## config.mk

```make
export PLATFORM = sky130hd
export DESIGN_NAME = spi_flash_responder
export DESIGN_NICKNAME = d
export VERILOG_FILES = /design/src/rtl/spi_flash_pkg.sv /design/src/rtl/spi_pin_sync.sv /design/src/rtl/spi_flash_responder.sv
export SDC_FILE = /design/constraint.sdc
export NUM_CORES = 1
export LEC_CHECK = 0
export ABC_CLOCK_PERIOD_IN_PS = 4200
export CORE_UTILIZATION = 60
export DETAILED_ROUTE_END_ITERATION = 12
export PLACE_DENSITY = 0.86
export SLEW_MARGIN = 20
export SYNTH_ARGS = -nofsm -noshare
export SYNTH_HDL_FRONTEND = slang
export SYNTH_SLANG_ARGS = --single-unit
export TNS_END_PERCENT = 10
```

## constraint.sdc

```tcl
create_clock -name i_clk -period 4.2 [get_ports i_clk]
set_clock_uncertainty 0.15 [all_clocks]
set_input_delay 0.84 -clock i_clk [delete_from_list [all_inputs] [get_ports i_clk]]
set_output_delay 0.84 -clock i_clk [all_outputs]
set_load 0.05 [all_outputs]
```

## src/rtl/spi_flash_pkg.sv

```systemverilog
// rtl/spi_flash_pkg.sv - shared opcodes, state encoding and constants for the SPI flash responder
// Contents:
//   OP_READ, OP_FAST_READ, OP_JEDEC  supported opcodes
//   DUMMY_BITS                       dummy clocks between address and data for fast read
//   state_t                          responder FSM state encoding
package spi_flash_pkg;

   localparam logic [7:0] OP_READ      = 8'h03;
   localparam logic [7:0] OP_FAST_READ = 8'h0B;
   localparam logic [7:0] OP_JEDEC     = 8'h9F;
   localparam int         DUMMY_BITS   = 8;

   typedef enum logic [2:0] {
      ST_IDLE   = 3'd0,
      ST_CMD    = 3'd1,
      ST_ADDR   = 3'd2,
      ST_DUMMY  = 3'd3,
      ST_DATA   = 3'd4,
      ST_ID     = 3'd5,
      ST_IGNORE = 3'd6
   } state_t;

endpackage

```

## src/rtl/spi_pin_sync.sv

```systemverilog
// rtl/spi_pin_sync.sv - SPI pin synchronizer with SCK edge and SS fall detection
// Ports:
//   clk, rst              system clock, synchronous active-high reset
//   sck, ss, mosi         asynchronous SPI pins from the master
//   sck_rise, sck_fall    1-cycle pulses on synced SCK edges
//   ss_sync, ss_fall      synced chip select (active-low) and its falling-edge pulse
//   mosi_sync             synced MOSI, valid alongside sck_rise
module spi_pin_sync #(
   parameter int SYNC_FF = 2
) (
   input  logic clk,
   input  logic rst,
   input  logic sck,
   input  logic ss,
   input  logic mosi,
   output logic sck_rise,
   output logic sck_fall,
   output logic ss_sync,
   output logic ss_fall,
   output logic mosi_sync
);

   logic [SYNC_FF-1:0] sck_sr;
   logic [SYNC_FF-1:0] ss_sr;
   logic [SYNC_FF-1:0] mosi_sr;
   logic               sck_d;
   logic               ss_d;

   // SS resets low on purpose: a master already mid-frame when reset
   // releases must not look like a fresh SS fall.
   always_ff @(posedge clk) begin
      if (rst) begin
         sck_sr  <= '0;
         ss_sr   <= '0;
         mosi_sr <= '0;
         sck_d   <= 1'b0;
         ss_d    <= 1'b0;
      end else begin
         sck_sr  <= {sck_sr[SYNC_FF-2:0], sck};
         ss_sr   <= {ss_sr[SYNC_FF-2:0], ss};
         mosi_sr <= {mosi_sr[SYNC_FF-2:0], mosi};
         sck_d   <= sck_sr[SYNC_FF-1];
         ss_d    <= ss_sr[SYNC_FF-1];
      end
   end

   assign sck_rise  =  sck_sr[SYNC_FF-1] & ~sck_d;
   assign sck_fall  = ~sck_sr[SYNC_FF-1] &  sck_d;
   assign ss_sync   =  ss_sr[SYNC_FF-1];
   assign ss_fall   = ~ss_sr[SYNC_FF-1] &  ss_d;
   assign mosi_sync =  mosi_sr[SYNC_FF-1];

endmodule

```

## src/rtl/spi_flash_responder.sv

```systemverilog
// rtl/spi_flash_responder.sv - SPI mode-0 flash emulator serving READ and JEDEC-ID from a byte memory
// Optional feature macro: SPI_FAST_READ_EN (accepts 0x0B with 8 dummy clocks)
// Ports:
//   i_clk, i_rst          sole clock, synchronous active-high reset
//   i_flash_sck/ss/mosi   SPI pins from master (SCK idle low, SS active-low)
//   o_flash_miso          responder data, changes on SCK fall
//   o_mem_addr, o_mem_rd  backing memory byte address and 1-cycle read strobe
//   i_mem_data            memory read data, valid the cycle after o_mem_rd
//   o_busy                frame in progress
//   o_cmd_err             1-cycle pulse on unsupported opcode
module spi_flash_responder
   import spi_flash_pkg::*;
#(
   parameter int          MEM_AW   = 11,
   parameter logic [23:0] JEDEC_ID = 24'hEF4015,
   parameter int          SYNC_FF  = 2
) (
   input  logic              i_clk,
   input  logic              i_rst,
   input  logic              i_flash_sck,
   input  logic              i_flash_ss,
   input  logic              i_flash_mosi,
   output logic              o_flash_miso,
   output logic [MEM_AW-1:0] o_mem_addr,
   output logic              o_mem_rd,
   input  logic [7:0]        i_mem_data,
   output logic              o_busy,
   output logic              o_cmd_err
);

   logic sck_rise, sck_fall, ss_sync, ss_fall, mosi_sync;

   spi_pin_sync #(.SYNC_FF(SYNC_FF)) u_sync (
      .clk       (i_clk),
      .rst       (i_rst),
      .sck       (i_flash_sck),
      .ss        (i_flash_ss),
      .mosi      (i_flash_mosi),
      .sck_rise  (sck_rise),
      .sck_fall  (sck_fall),
      .ss_sync   (ss_sync),
      .ss_fall   (ss_fall),
      .mosi_sync (mosi_sync)
   );

   state_t            state, next_state;
   logic [4:0]        bit_cnt;
   logic [6:0]        rx;
   logic [7:0]        cmd_byte;
   logic [7:0]        tx;
   logic [MEM_AW-1:0] addr;
   logic [1:0]        id_idx;
   logic [7:0]        id_byte;
   logic              mem_rd, ld_mem, ld_id, cmd_err, miso;
   logic              req_mem, req_id, id_start, cmd_bad;
   logic              fast;

   assign cmd_byte = {rx, mosi_sync};

`ifdef SPI_FAST_READ_EN
   always_ff @(posedge i_clk) begin
      if (i_rst)
         fast <= 1'b0;
      else if (state == ST_CMD && next_state == ST_ADDR)
         fast <= (cmd_byte == OP_FAST_READ);
   end
`else
   assign fast = 1'b0;
`endif

   always_ff @(posedge i_clk) begin
      if (i_rst) state <= ST_IDLE;
      else       state <= next_state;
   end

   // Synced SS high overrides everything, including an SCK edge in the same cycle.
   always_comb begin
      next_state = state;
      req_mem    = 1'b0;
      req_id     = 1'b0;
      id_start   = 1'b0;
      cmd_bad    = 1'b0;
      if (ss_sync) begin
         next_state = ST_IDLE;
      end else begin
         case (state)
            // SS already low without a seen fall means we came out of reset mid-frame.
            ST_IDLE: next_state = ss_fall ? ST_CMD : ST_IGNORE;
            ST_CMD: begin
               if (sck_rise && bit_cnt[2:0] == 3'd7) begin
                  case (cmd_byte)
                     OP_READ: next_state = ST_ADDR;
`ifdef SPI_FAST_READ_EN
                     OP_FAST_READ: next_state = ST_ADDR;
`endif
                     OP_JEDEC: begin
                        next_state = ST_ID;
                        req_id     = 1'b1;
                        id_start   = 1'b1;
                     end
                     default: begin
                        next_state = ST_IGNORE;
                        cmd_bad    = 1'b1;
                     end
                  endcase
               end
            end
            ST_ADDR: begin
               if (sck_rise && bit_cnt == 5'd23) begin
                  if (fast) begin
                     next_state = ST_DUMMY;
                  end else begin
                     next_state = ST_DATA;
                     req_mem    = 1'b1;
                  end
               end
            end
            ST_DUMMY: begin
               if (sck_rise && bit_cnt == 5'(DUMMY_BITS - 1)) begin
                  next_state = ST_DATA;
                  req_mem    = 1'b1;
               end
            end
            ST_DATA:   req_mem = sck_rise && bit_cnt[2:0] == 3'd7;
            ST_ID:     req_id  = sck_rise && bit_cnt[2:0] == 3'd7;
            ST_IGNORE: next_state = ST_IGNORE;
            default:   next_state = ST_IDLE;
         endcase
      end
   end

   // Counts SCK rises within the current state; DATA/ID use the low 3 bits as a byte phase.
   always_ff @(posedge i_clk) begin
      if (i_rst || next_state != state) bit_cnt <= '0;
      else if (sck_rise)                bit_cnt <= bit_cnt + 5'd1;
   end

   always_comb begin
      case (id_idx)
         2'd0:    id_byte = JEDEC_ID[23:16];
         2'd1:    id_byte = JEDEC_ID[15:8];
         2'd2:    id_byte = JEDEC_ID[7:0];
         default: id_byte = 8'h00;
      endcase
   end

   always_ff @(posedge i_clk) begin
      if (i_rst) begin
         rx      <= '0;
         tx      <= '0;
         addr    <= '0;
         id_idx  <= '0;
         mem_rd  <= 1'b0;
         ld_mem  <= 1'b0;
         ld_id   <= 1'b0;
         cmd_err <= 1'b0;
         miso    <= 1'b0;
      end else begin
         cmd_err <= cmd_bad;
         mem_rd  <= req_mem;
         ld_mem  <= mem_rd;
         ld_id   <= req_id;

         if (!ss_sync && sck_rise && state == ST_CMD)
            rx <= cmd_byte[6:0];

         // Shifting through MEM_AW bits drops the upper address bits for free.
         if (!ss_sync && sck_rise && state == ST_ADDR)
            addr <= {addr[MEM_AW-2:0], mosi_sync};
         else if (req_mem && state == ST_DATA)
            addr <= addr + {{(MEM_AW-1){1'b0}}, 1'b1};

         if (id_start)
            id_idx <= '0;
         else if (ld_id && id_idx != 2'd3)
            id_idx <= id_idx + 2'd1;

         if (ld_mem)
            tx <= i_mem_data;
         else if (ld_id)
            tx <= id_byte;
         else if (sck_fall && (state == ST_DATA || state == ST_ID))
            tx <= {tx[6:0], 1'b0};

         if (ss_sync || !(state == ST_DATA || state == ST_ID))
            miso <= 1'b0;
         else if (sck_fall)
            miso <= tx[7];
      end
   end

   assign o_flash_miso = miso;
   assign o_mem_addr   = addr;
   assign o_mem_rd     = mem_rd;
   assign o_cmd_err    = cmd_err;
   assign o_busy       = !ss_sync && (state == ST_CMD || state == ST_ADDR ||
                                      state == ST_DUMMY || state == ST_DATA ||
                                      state == ST_ID);

endmodule
```

==> metrics.yaml, run 1 <==
max_freq_ghz: 0.309
slew_violations: 0
drt_pass1_iterations: 5
clock-root-buffer: "clkbuf_8"
r2r_cells: 5
synth_commonest_cells: "dfxtp_1, nor2_1, a21oi_1, mux2i_1, nand2_1"
place_area_mm2: 0.00281
die_h_um: 67.3
vdd_drop_max_uv: 285
grt_usage_pct: 24.4
hp-class: "register to register"
grt_max_degree: 40
viasPerCell: 6.03
timing.final.ws_setup_ns: 0.965
clkTransAtPathRegs_ns: 0.09
r2r_end: "o_mem_addr[3]"
synthesis.nets: 311
r2r_start: "u_sync.sck_sr[1]"
cts_made_buffers: 5
cp_cell_sequence: "nor2_1 -> a21oi_1 -> clkdlybuf4s50_1"
cts_resized: 0
synth.top_cell.area_share_pct: 38.3
yosys.cell_types.count: 60
async_flop_share_pct: 0
yosys-top-cells-area: "dfxtp_1, mux2i_1, nor2_1"
power_density_mw_per_mm2: 300
synth_ff_type: "dfxtp_1"
htree_levels: 2
cp_slowest_cell: "clkdlybuf4s50_1"
hold_buffers: 0
diodes: 0
worstPathArrival_ns: 2.25
final_nets: 330
post-dp-hpwl_um: 3740
max_stage_delay_ns: 0.82
core_area_mm2: 0.00406
totalWireLength_um: 5330
grt_antenna_before_repair: 0
cts_tree: "built"
path_delay_family: "buffers and inverters"
worst_pin_slew_ns: 0.695
synth-seq-cells: 49
finalCritPeriodShare_pct: 77.0
fin_crit_ns: 3.24
vias: 2176
crit_buf_inv: 1
wire_per_inst_um: 14.8
hold_violations: 0
remaining_drc_errors: 0
crit_path_max_fanout: 18
hp-start: "u_sync.ss_sr[0]"
final_cell_area_mm2: 0.00291
endpoint_kind: "primary output"
min_to: "u_sync.ss_sr[1]"
grt_overflow: 0
io_buffer_count: 27
synth-edff-count: 0
post_cts_buffers: 0
clock_latency_ns: 0.32
die_x_um: 67.3
grt_setup_unrepaired: "no"
syn_to_final_growth_pct: 13.5
critPathKind: "register to primary output"
synth_cells: 291
detail-route-antenna-nets: 0
layout-drive-gt1-share_pct: 8.04
cts_max_path_buffers: 2
initialDrtViolationCount: 101
grt_pass1_vias: 1985
gp_congestion: 0.892
dp_slack_ns: 1.34
setup_viol_count_final: 0
yosysMostFrequentCell: "dfxtp_1"
dieArea_mm2: 0.00453
ys_seq_area_share_pct: 38.3
ff2ff_setup_slack_ns: 1.55
cap_viol_max_count: 0
yosysWarningCount: 0
cp.required_ns: 3.21
start_kind: "register"
start_util_pct: 63.1
tns_ns: 0
power_leakage_uw: 0.00104
num_rows: 23
synth_area_per_cell_um2: 8.80
yosys.area.top_type: "dfxtp_1"
syn-cell-area_mm2: 0.00256
grt_first_pass_wirelength_um: 8350
holdPathStages: 1
slew_headroom_pct: 53.6
status: "finished, final reports clean"
design.portCount: 28
cts.sinks: 49
## placed cells by master (no fill, tap or decap), types with 7 or more instances in the layout
cell             count
nand2_1             16
dfxtp_1             49
inv_1                7
ha_1                 7
clkdlybuf4s50_1     27
a211oi_1             9
a21oi_1             19
o21ai_0             12
mux2i_1             19
nor3_1               7
nor2b_1             12
nor2_1              41
## flip-flops by register name, indices dropped and copies added (netlist names), 3 cells and up
register	flops
o_mem_addr	11
tx	8
bit_cnt	5
state	3
rx	7
## cell families (layout without fill, tap and decap cells)
| kind of cell | Yosys count | after routing | share of synthesized area (%) |
|---|---|---|---|
| compound gates | 63 | 63 | 16.6 |
| simple gates | 122 | 122 | 26.9 |
| buf+inv | 23 | 43 | 4.49 |
| flops | 49 | 49 | 38.3 |
| xor+xnor | 7 | 7 | 2.39 |
| mux | 20 | 20 | 7.87 |
| fa+ha+maj | 7 | 7 | 3.42 |
## where the power goes
| group | internal [uW] | leakage, uW | switching, uW |
|---|---|---|---|
| logic | 39.6 | 0.000595 | 53.8 |
| clock network | 120 | 0.0000447 | 170 |
| registers | 472 | 0.000397 | 15.6 |
## worst max-delay path by stage
stage,start,endpoint,slack [ns],cells past startpoint
after floorplan,state[1],o_busy,1.79,3
after global placement,state[0],o_busy,1.36,3
after detailed placement,state[0],o_busy,1.34,3
after CTS,state[0],o_busy,0.98,3
after global routing,state[0],o_busy,0.89,3
final,state[0],o_busy,0.96,3
## layout make-up
class / instances / area [um^2]
sequential: 49 / 981
fill: 320 / 1150
tap: 50 / 62.6
timing repair buffer: 28 / 278
clock inverter: 3 / 25.0
clock buffer: 5 / 68.8
inverter: 7 / 26.3
multi-input combinational: 219 / 1470
## stage by stage
| stage | std cells | hold slack, ns | total power, uW | util (%) |
|---|---|---|---|---|
| 3_3_place_gp | 353 | 0.267 | 588 | 69.3 |
| 5_1_grt | 361 | 0.314 | 902 | 71.6 |
| 6_report | 361 | 0.292 | 872 | 71.6 |
| 2_1_floorplan | 291 | 0.264 | 563 | - |
| 4_1_cts | 361 | 0.298 | 873 | 71.6 |
| 3_5_place_dp | 353 | 0.278 | 590 | 69.3 |
## metal layers
layer / global-route usage (%) / vias to the layer above / wire length, um
met1: 27.4 / 1008 / 2280
met3: 6.25 / 7 / 346
met4: 9.57 / 0 / 88
met5: 0 / - / 0
li1: - / 1085 / -
met2: 43.8 / 76 / 2610
Note: power is estimated with default switching activity, not from simulation.
==> inputs of run 2 (changes only) <==
--- a/config.mk
+++ b/config.mk
@@ -5,10 +5,10 @@
 export SDC_FILE = /design/constraint.sdc
 export NUM_CORES = 1
 export LEC_CHECK = 0
-export ABC_CLOCK_PERIOD_IN_PS = 4200
-export CORE_UTILIZATION = 60
+export ABC_CLOCK_PERIOD_IN_PS = 3200
+export CORE_UTILIZATION = 56
 export DETAILED_ROUTE_END_ITERATION = 12
-export PLACE_DENSITY = 0.86
+export PLACE_DENSITY = 0.81
 export SLEW_MARGIN = 20
 export SYNTH_ARGS = -nofsm -noshare
 export SYNTH_HDL_FRONTEND = slang
==> constraint.sdc (replaced) <==
create_clock -name i_clk -period 3.2 [get_ports i_clk]
set_clock_uncertainty 0.15 [all_clocks]
set_input_delay 0.64 -clock i_clk [delete_from_list [all_inputs] [get_ports i_clk]]
set_output_delay 0.64 -clock i_clk [all_outputs]
set_load 0.05 [all_outputs]
==> run 2 against run 1 <==
  * Final cell count increased by 1.4%
  * Global-route usage down 2.2 points
  * Flip-flop and latch count is the same
  * Power increased by 39%
  * Critical path depth did not move
  * Combinational power up 33%
  * Critical endpoint unchanged
==> metrics.yaml, run 2 (synthesized netlist as in run 1, its figures left out) <==
status: "finished, final reports clean"
tns_ns: 0  # unchanged
grt_setup_unrepaired: "no"
post-dp-hpwl_um: 3670  # -1.8%
worstPathArrival_ns: 2.06  # -0.19 ns
dieArea_mm2: 0.00485  # +6.9%
grt_pass1_vias: 1896  # -4.5%
ff2ff_setup_slack_ns: 0.99  # -0.56 ns
hold_violations: 0  # unchanged
totalWireLength_um: 5160  # -3.1%
layout-drive-gt1-share_pct: 8.92  # +0.88 points
grt_overflow: 0  # unchanged
syn_to_final_growth_pct: 15.3
cts_max_path_buffers: 2  # unchanged
clock_latency_ns: 0.30  # -0.02 ns
critPathKind: "register to primary output"
num_rows: 24  # +4.3%
cts.sinks: 49  # unchanged
final_nets: 333  # +0.91%
htree_levels: 2  # unchanged
cp.required_ns: 2.41  # -0.80 ns
clock-root-buffer: "clkbuf_8"
crit_path_max_fanout: 16  # -2
power_density_mw_per_mm2: 409  # +36%
power_leakage_uw: 0.00106  # +2.4%
worst_pin_slew_ns: 0.526  # -0.169 ns
finalCritPeriodShare_pct: 89.0
post_cts_buffers: 0  # unchanged
hp-class: "register to register"
design.portCount: 28  # unchanged
die_h_um: 69.6  # +3.4%
remaining_drc_errors: 0  # unchanged
core_area_mm2: 0.00438  # +8.0%
cts_made_buffers: 5  # unchanged
drt_pass1_iterations: 5  # unchanged
max_freq_ghz: 0.351
fill_cells: 374  # +17%
start_kind: "register"
wire_per_inst_um: 14.1  # -4.4%
grt_max_degree: 40  # unchanged
setup_viol_count_final: 0  # unchanged
gp_congestion: 0.909  # +1.9%
cts_tree: "built"
detail-route-antenna-nets: 0  # unchanged
final_common_cell: "dfxtp_1"
diodes: 0  # unchanged
mostFrequentLayoutCells: "dfxtp_1, nor2_1, clkdlybuf4s50_1"
start_util_pct: 58.4  # -4.7 points
total_power_uw: 1210  # +39%
largest_reg_flops: 11  # unchanged
die_x_um: 69.6  # +3.4%
grt_antenna_before_repair: 0  # unchanged
grt_first_pass_wirelength_um: 8730  # +4.5%
final_cell_area_mm2: 0.00295  # +1.6%
cts_resized: 0  # unchanged
vias: 2138  # -1.7%
clkTransAtPathRegs_ns: 0.09  # about the same
viasPerCell: 5.84  # -3.1%
endpoint_kind: "primary output"
slew_violations: 0  # unchanged
io_buffer_count: 27  # unchanged
slew_headroom_pct: 64.5  # +11 points
cap_viol_max_count: 0  # unchanged
hold_buffers: 0  # unchanged
vdd_drop_max_uv: 235  # -18%
dp_cells: 358  # +1.4%
fin_crit_ns: 2.85
place_area_mm2: 0.00284  # +0.89%
grt_usage_pct: 22.2  # -2.2 points
layout.cells.non_filler: 366  # +1.4%
initialDrtViolationCount: 88  # -13%
-- run 2: worst paths after layout --
path	endpoint	from	depth (start not counted)
worst max-delay path	o_busy	state[1]	3
worst min-delay path	u_sync.sck_sr[1]	u_sync.sck_sr[0]	1
worst max register to register	o_mem_addr[3]	bit_cnt[0]	7
worst min register to register	u_sync.sck_sr[1]	u_sync.sck_sr[0]	1
-- run 2: critical path: stages (launching register included) --
cell and delay (ns):
dfxtp_1 0.60, inv_1 0.18, a21oi_1 0.16, clkdlybuf4s50_1 0.81
-- run 2: routing by layer --
metal  GRT usage, %  vias to the layer above  part of all wire, %
met5              0                        -                    0
li1               -                     1085                    -
met4           7.78                        0                  1.6
met2           37.2                       59                   47
met1           28.5                      985                   46
met3           4.51                        9                  4.8
-- run 2: power by group --
| part | leakage, uW | switching (uW) | total (uW) | internal, uW |
|---|---|---|---|---|
| clock network | 0.0000543 | 211 | 445 | 234 |
| logic | 0.000610 | 70.8 | 124 | 53.3 |
| registers | 0.000397 | 18.6 | 638 | 619 |
| total | 0.00106 | 301 | 1210 | 907 |
-- run 2: layout make-up --
cell class                 instances  area, um^2  share of cell area, %
clock buffer                       5        68.8                   2.33
clock inverter                     3        46.3                   1.57
inverter                           7        26.3                  0.890
multi-input combinational        219        1470                   49.6
sequential                        49         981                   33.2
tap                               52        65.1                   2.20
timing repair buffer              31         300                   10.2
-- run 2: metrics by stage --
step | utilization (%) | hold slack (ns) | setup WS (ns)
after floorplan | - | 0.264 | 0.986
after global placement | 64.7 | 0.266 | 0.746
after detailed placement | 64.7 | 0.280 | 0.702
after CTS | 67.4 | 0.300 | 0.359
after global routing | 67.4 | 0.315 | 0.227
final | 67.4 | 0.297 | 0.351
==> inputs of run 3 (changes only) <==
--- a/config.mk
+++ b/config.mk
@@ -5,10 +5,10 @@
 export SDC_FILE = /design/constraint.sdc
 export NUM_CORES = 1
 export LEC_CHECK = 0
-export ABC_CLOCK_PERIOD_IN_PS = 3200
-export CORE_UTILIZATION = 56
+export ABC_CLOCK_PERIOD_IN_PS = 3300
+export CORE_UTILIZATION = 60
 export DETAILED_ROUTE_END_ITERATION = 12
-export PLACE_DENSITY = 0.81
+export PLACE_DENSITY = 0.86
 export SLEW_MARGIN = 20
 export SYNTH_ARGS = -nofsm -noshare
 export SYNTH_HDL_FRONTEND = slang
==> constraint.sdc (replaced) <==
create_clock -name i_clk -period 3.3 [get_ports i_clk]
set_clock_uncertainty 0.15 [all_clocks]
set_input_delay 0.66 -clock i_clk [delete_from_list [all_inputs] [get_ports i_clk]]
set_output_delay 0.66 -clock i_clk [all_outputs]
set_load 0.05 [all_outputs]
==> run 3 against run 2 <==
  * Register-to-register slack better by 0.08 ns
  * Clock-buffer cell count did not move
  * Global-route usage grew 2.2 points
  * First-iteration DRC count up 19%
  * Via count up 1.9%
  * Critical path depth is the same
  * Clock power down 18%
  * Die area down 6.5%
  * Routed wire length rose by 0.43%
  * Non-clock buffer count shrank 1
==> metrics.yaml, run 3 (synthesized netlist as in run 1, its figures left out) <==
htree_levels: 2  # unchanged
cap_viol_max_count: 0  # unchanged
setup_viol_count_final: 0  # unchanged
start_kind: "register"
final_cell_area_mm2: 0.00292  # -1.1%
finalCritPeriodShare_pct: 91.2
final_common_cell: "dfxtp_1"
critPathKind: "register to primary output"
io_buffer_count: 27  # unchanged
dieArea_mm2: 0.00453  # -6.5%
layout-drive-gt1-share_pct: 8.63  # -0.29 points
vdd_drop_max_uv: 285  # +21%
worstPathArrival_ns: 2.20  # +0.14 ns
syn_to_final_growth_pct: 14.1
cts_tree: "built"
crit_start: "state[0]"
p_int_uw: 805  # -11%
place_area_mm2: 0.00283  # -0.35%
grt_max_degree: 29  # -28%
final_nets: 332  # -0.30%
drt_pass1_iterations: 4  # -1
fin_crit_ns: 3.01
slew_violations: 0  # unchanged
r2r_start: "bit_cnt[0]"
seqCellArea_um2: 981  # unchanged
cts_resized: 0  # unchanged
endpoint_kind: "primary output"
diodes: 0  # unchanged
worst_pin_slew_ns: 0.624  # +0.0977 ns
layout.cells.non_filler: 363  # -0.82%
wire_per_inst_um: 14.3  # +1.3%
num_rows: 23  # -4.2%
multi_input_area_mm2: 0.00147  # unchanged
remaining_drc_errors: 0  # unchanged
grt_pass1_vias: 1882  # -0.74%
clock_latency_ns: 0.31  # about the same
power_leakage_uw: 0.00105  # -1.4%
grt_first_pass_wirelength_um: 8340  # -4.5%
viasPerCell: 6.00  # +2.8%
dp_cells: 355  # -0.84%
grt_setup_unrepaired: "no"
largest_reg_flops: 11  # unchanged
cp-endpoint: "o_busy"
power_density_mw_per_mm2: 377  # -7.7%
utilization_pct: 72.0  # +4.6 points
pwr-share-clk_pct: 33.0  # -3.9 points
initialDrtViolationCount: 105  # +19%
totalWireLength_um: 5190  # +0.43%
clock-root-buffer: "clkbuf_8"
power_frac_seq_pct: 56.2  # +3.4 points
max_freq_ghz: 0.332
r2r_cells: 7  # unchanged
r2r_end: "o_mem_addr[3]"
tns_ns: 0  # unchanged
slew_headroom_pct: 58.4  # -6.1 points
fill_cells: 312  # -17%
gp_congestion: 0.861  # -5.3%
crit_path_max_fanout: 18  # +2
post_cts_buffers: 0  # unchanged
mostFrequentLayoutCells: "dfxtp_1, nor2_1, clkdlybuf4s50_1"
cts.sinks: 49  # unchanged
power_switching_uw: 298  # -1.1%
status: "finished, final reports clean"
start_util_pct: 63.1  # +4.7 points
die_h_um: 67.3  # -3.3%
post-dp-hpwl_um: 3730  # +1.7%
cp.required_ns: 2.49  # +0.08 ns
switching_share_pct: 27.0  # +2.1 points
cts_max_path_buffers: 2  # unchanged
comb_power_share_pct: 10.8  # +0.5 points
hold_buffers: 0  # unchanged
detail-route-antenna-nets: 0  # unchanged
die_x_um: 67.3  # -3.3%
grt_overflow: 0  # unchanged
ff2ff_setup_slack_ns: 1.07  # +0.08 ns
clkTransAtPathRegs_ns: 0.09  # about the same
grt_antenna_before_repair: 0  # unchanged
hp-class: "register to register"
grt_usage_pct: 24.4  # +2.2 points
design.portCount: 28  # unchanged
cts_made_buffers: 5  # unchanged
core_area_mm2: 0.00406  # -7.4%
hold_violations: 0  # unchanged
vias: 2179  # +1.9%
## run 3: changes by cell type in the layout (fill, tap and decap cells not counted), sizes merged
cell    delta
inv        +1
bufinv     -1
buf        -1
## run 3: worst min path at each step
stage / startpoint / endpoint / slack [ns] / cells past startpoint
2_1_floorplan: u_sync.mosi_sr[0] / u_sync.mosi_sr[1] / 0.26 / 1
3_3_place_gp: u_sync.ss_sr[0] / u_sync.ss_sr[1] / 0.27 / 1
3_5_place_dp: u_sync.mosi_sr[0] / u_sync.mosi_sr[1] / 0.29 / 1
4_1_cts: u_sync.mosi_sr[0] / u_sync.mosi_sr[1] / 0.30 / 1
5_1_grt: u_sync.mosi_sr[0] / u_sync.mosi_sr[1] / 0.33 / 1
6_report: u_sync.mosi_sr[0] / u_sync.mosi_sr[1] / 0.29 / 1
## run 3: routing by layer
| metal | part of all wire [%] | global-route usage [%] |
|---|---|---|
| met5 | 0 | 0 |
| met4 | 1.6 | 8.24 |
| met3 | 5.1 | 4.90 |
| met2 | 47 | 39.6 |
| met1 | 46 | 32.1 |
## run 3: metrics by stage
| step | worst slack (ns) | total power [uW] | hold WS [ns] |
|---|---|---|---|
| 3_3_place_gp | 0.676 | 750 | 0.269 |
| 4_1_cts | 0.292 | 1110 | 0.298 |
| 5_1_grt | 0.168 | 1140 | 0.328 |
| 3_5_place_dp | 0.637 | 752 | 0.287 |
| 2_1_floorplan | 1.07 | 716 | 0.264 |
| 6_report | 0.290 | 1100 | 0.293 |
## run 3: cell type report
| type | instances | share of cell area, % |
|---|---|---|
| multi-input cells | 219 | 50.2 |
| flip-flops and latches | 49 | 33.6 |
| repair buffers | 30 | 10.0 |
| clock buffers | 5 | 2.36 |
| well taps | 50 | 2.14 |
| inverters | 7 | 0.899 |
| clock inverters | 3 | 0.857 |
## run 3: critical path, stage by stage, from the launching register on
cell             delay (ns)
dfxtp_1                0.73
nor2_1                 0.17
a21oi_1                0.19
clkdlybuf4s50_1        0.82
## run 3: power groups by stage
stage / registers [uW] / clock network, uW / logic (uW)
floorplan: 624 / 0 / 92.3
global placement: 632 / 0 / 118
detailed placement: 633 / 0 / 118
CTS: 619 / 372 / 119
global route: 622 / 391 / 129
finish: 620 / 364 / 119
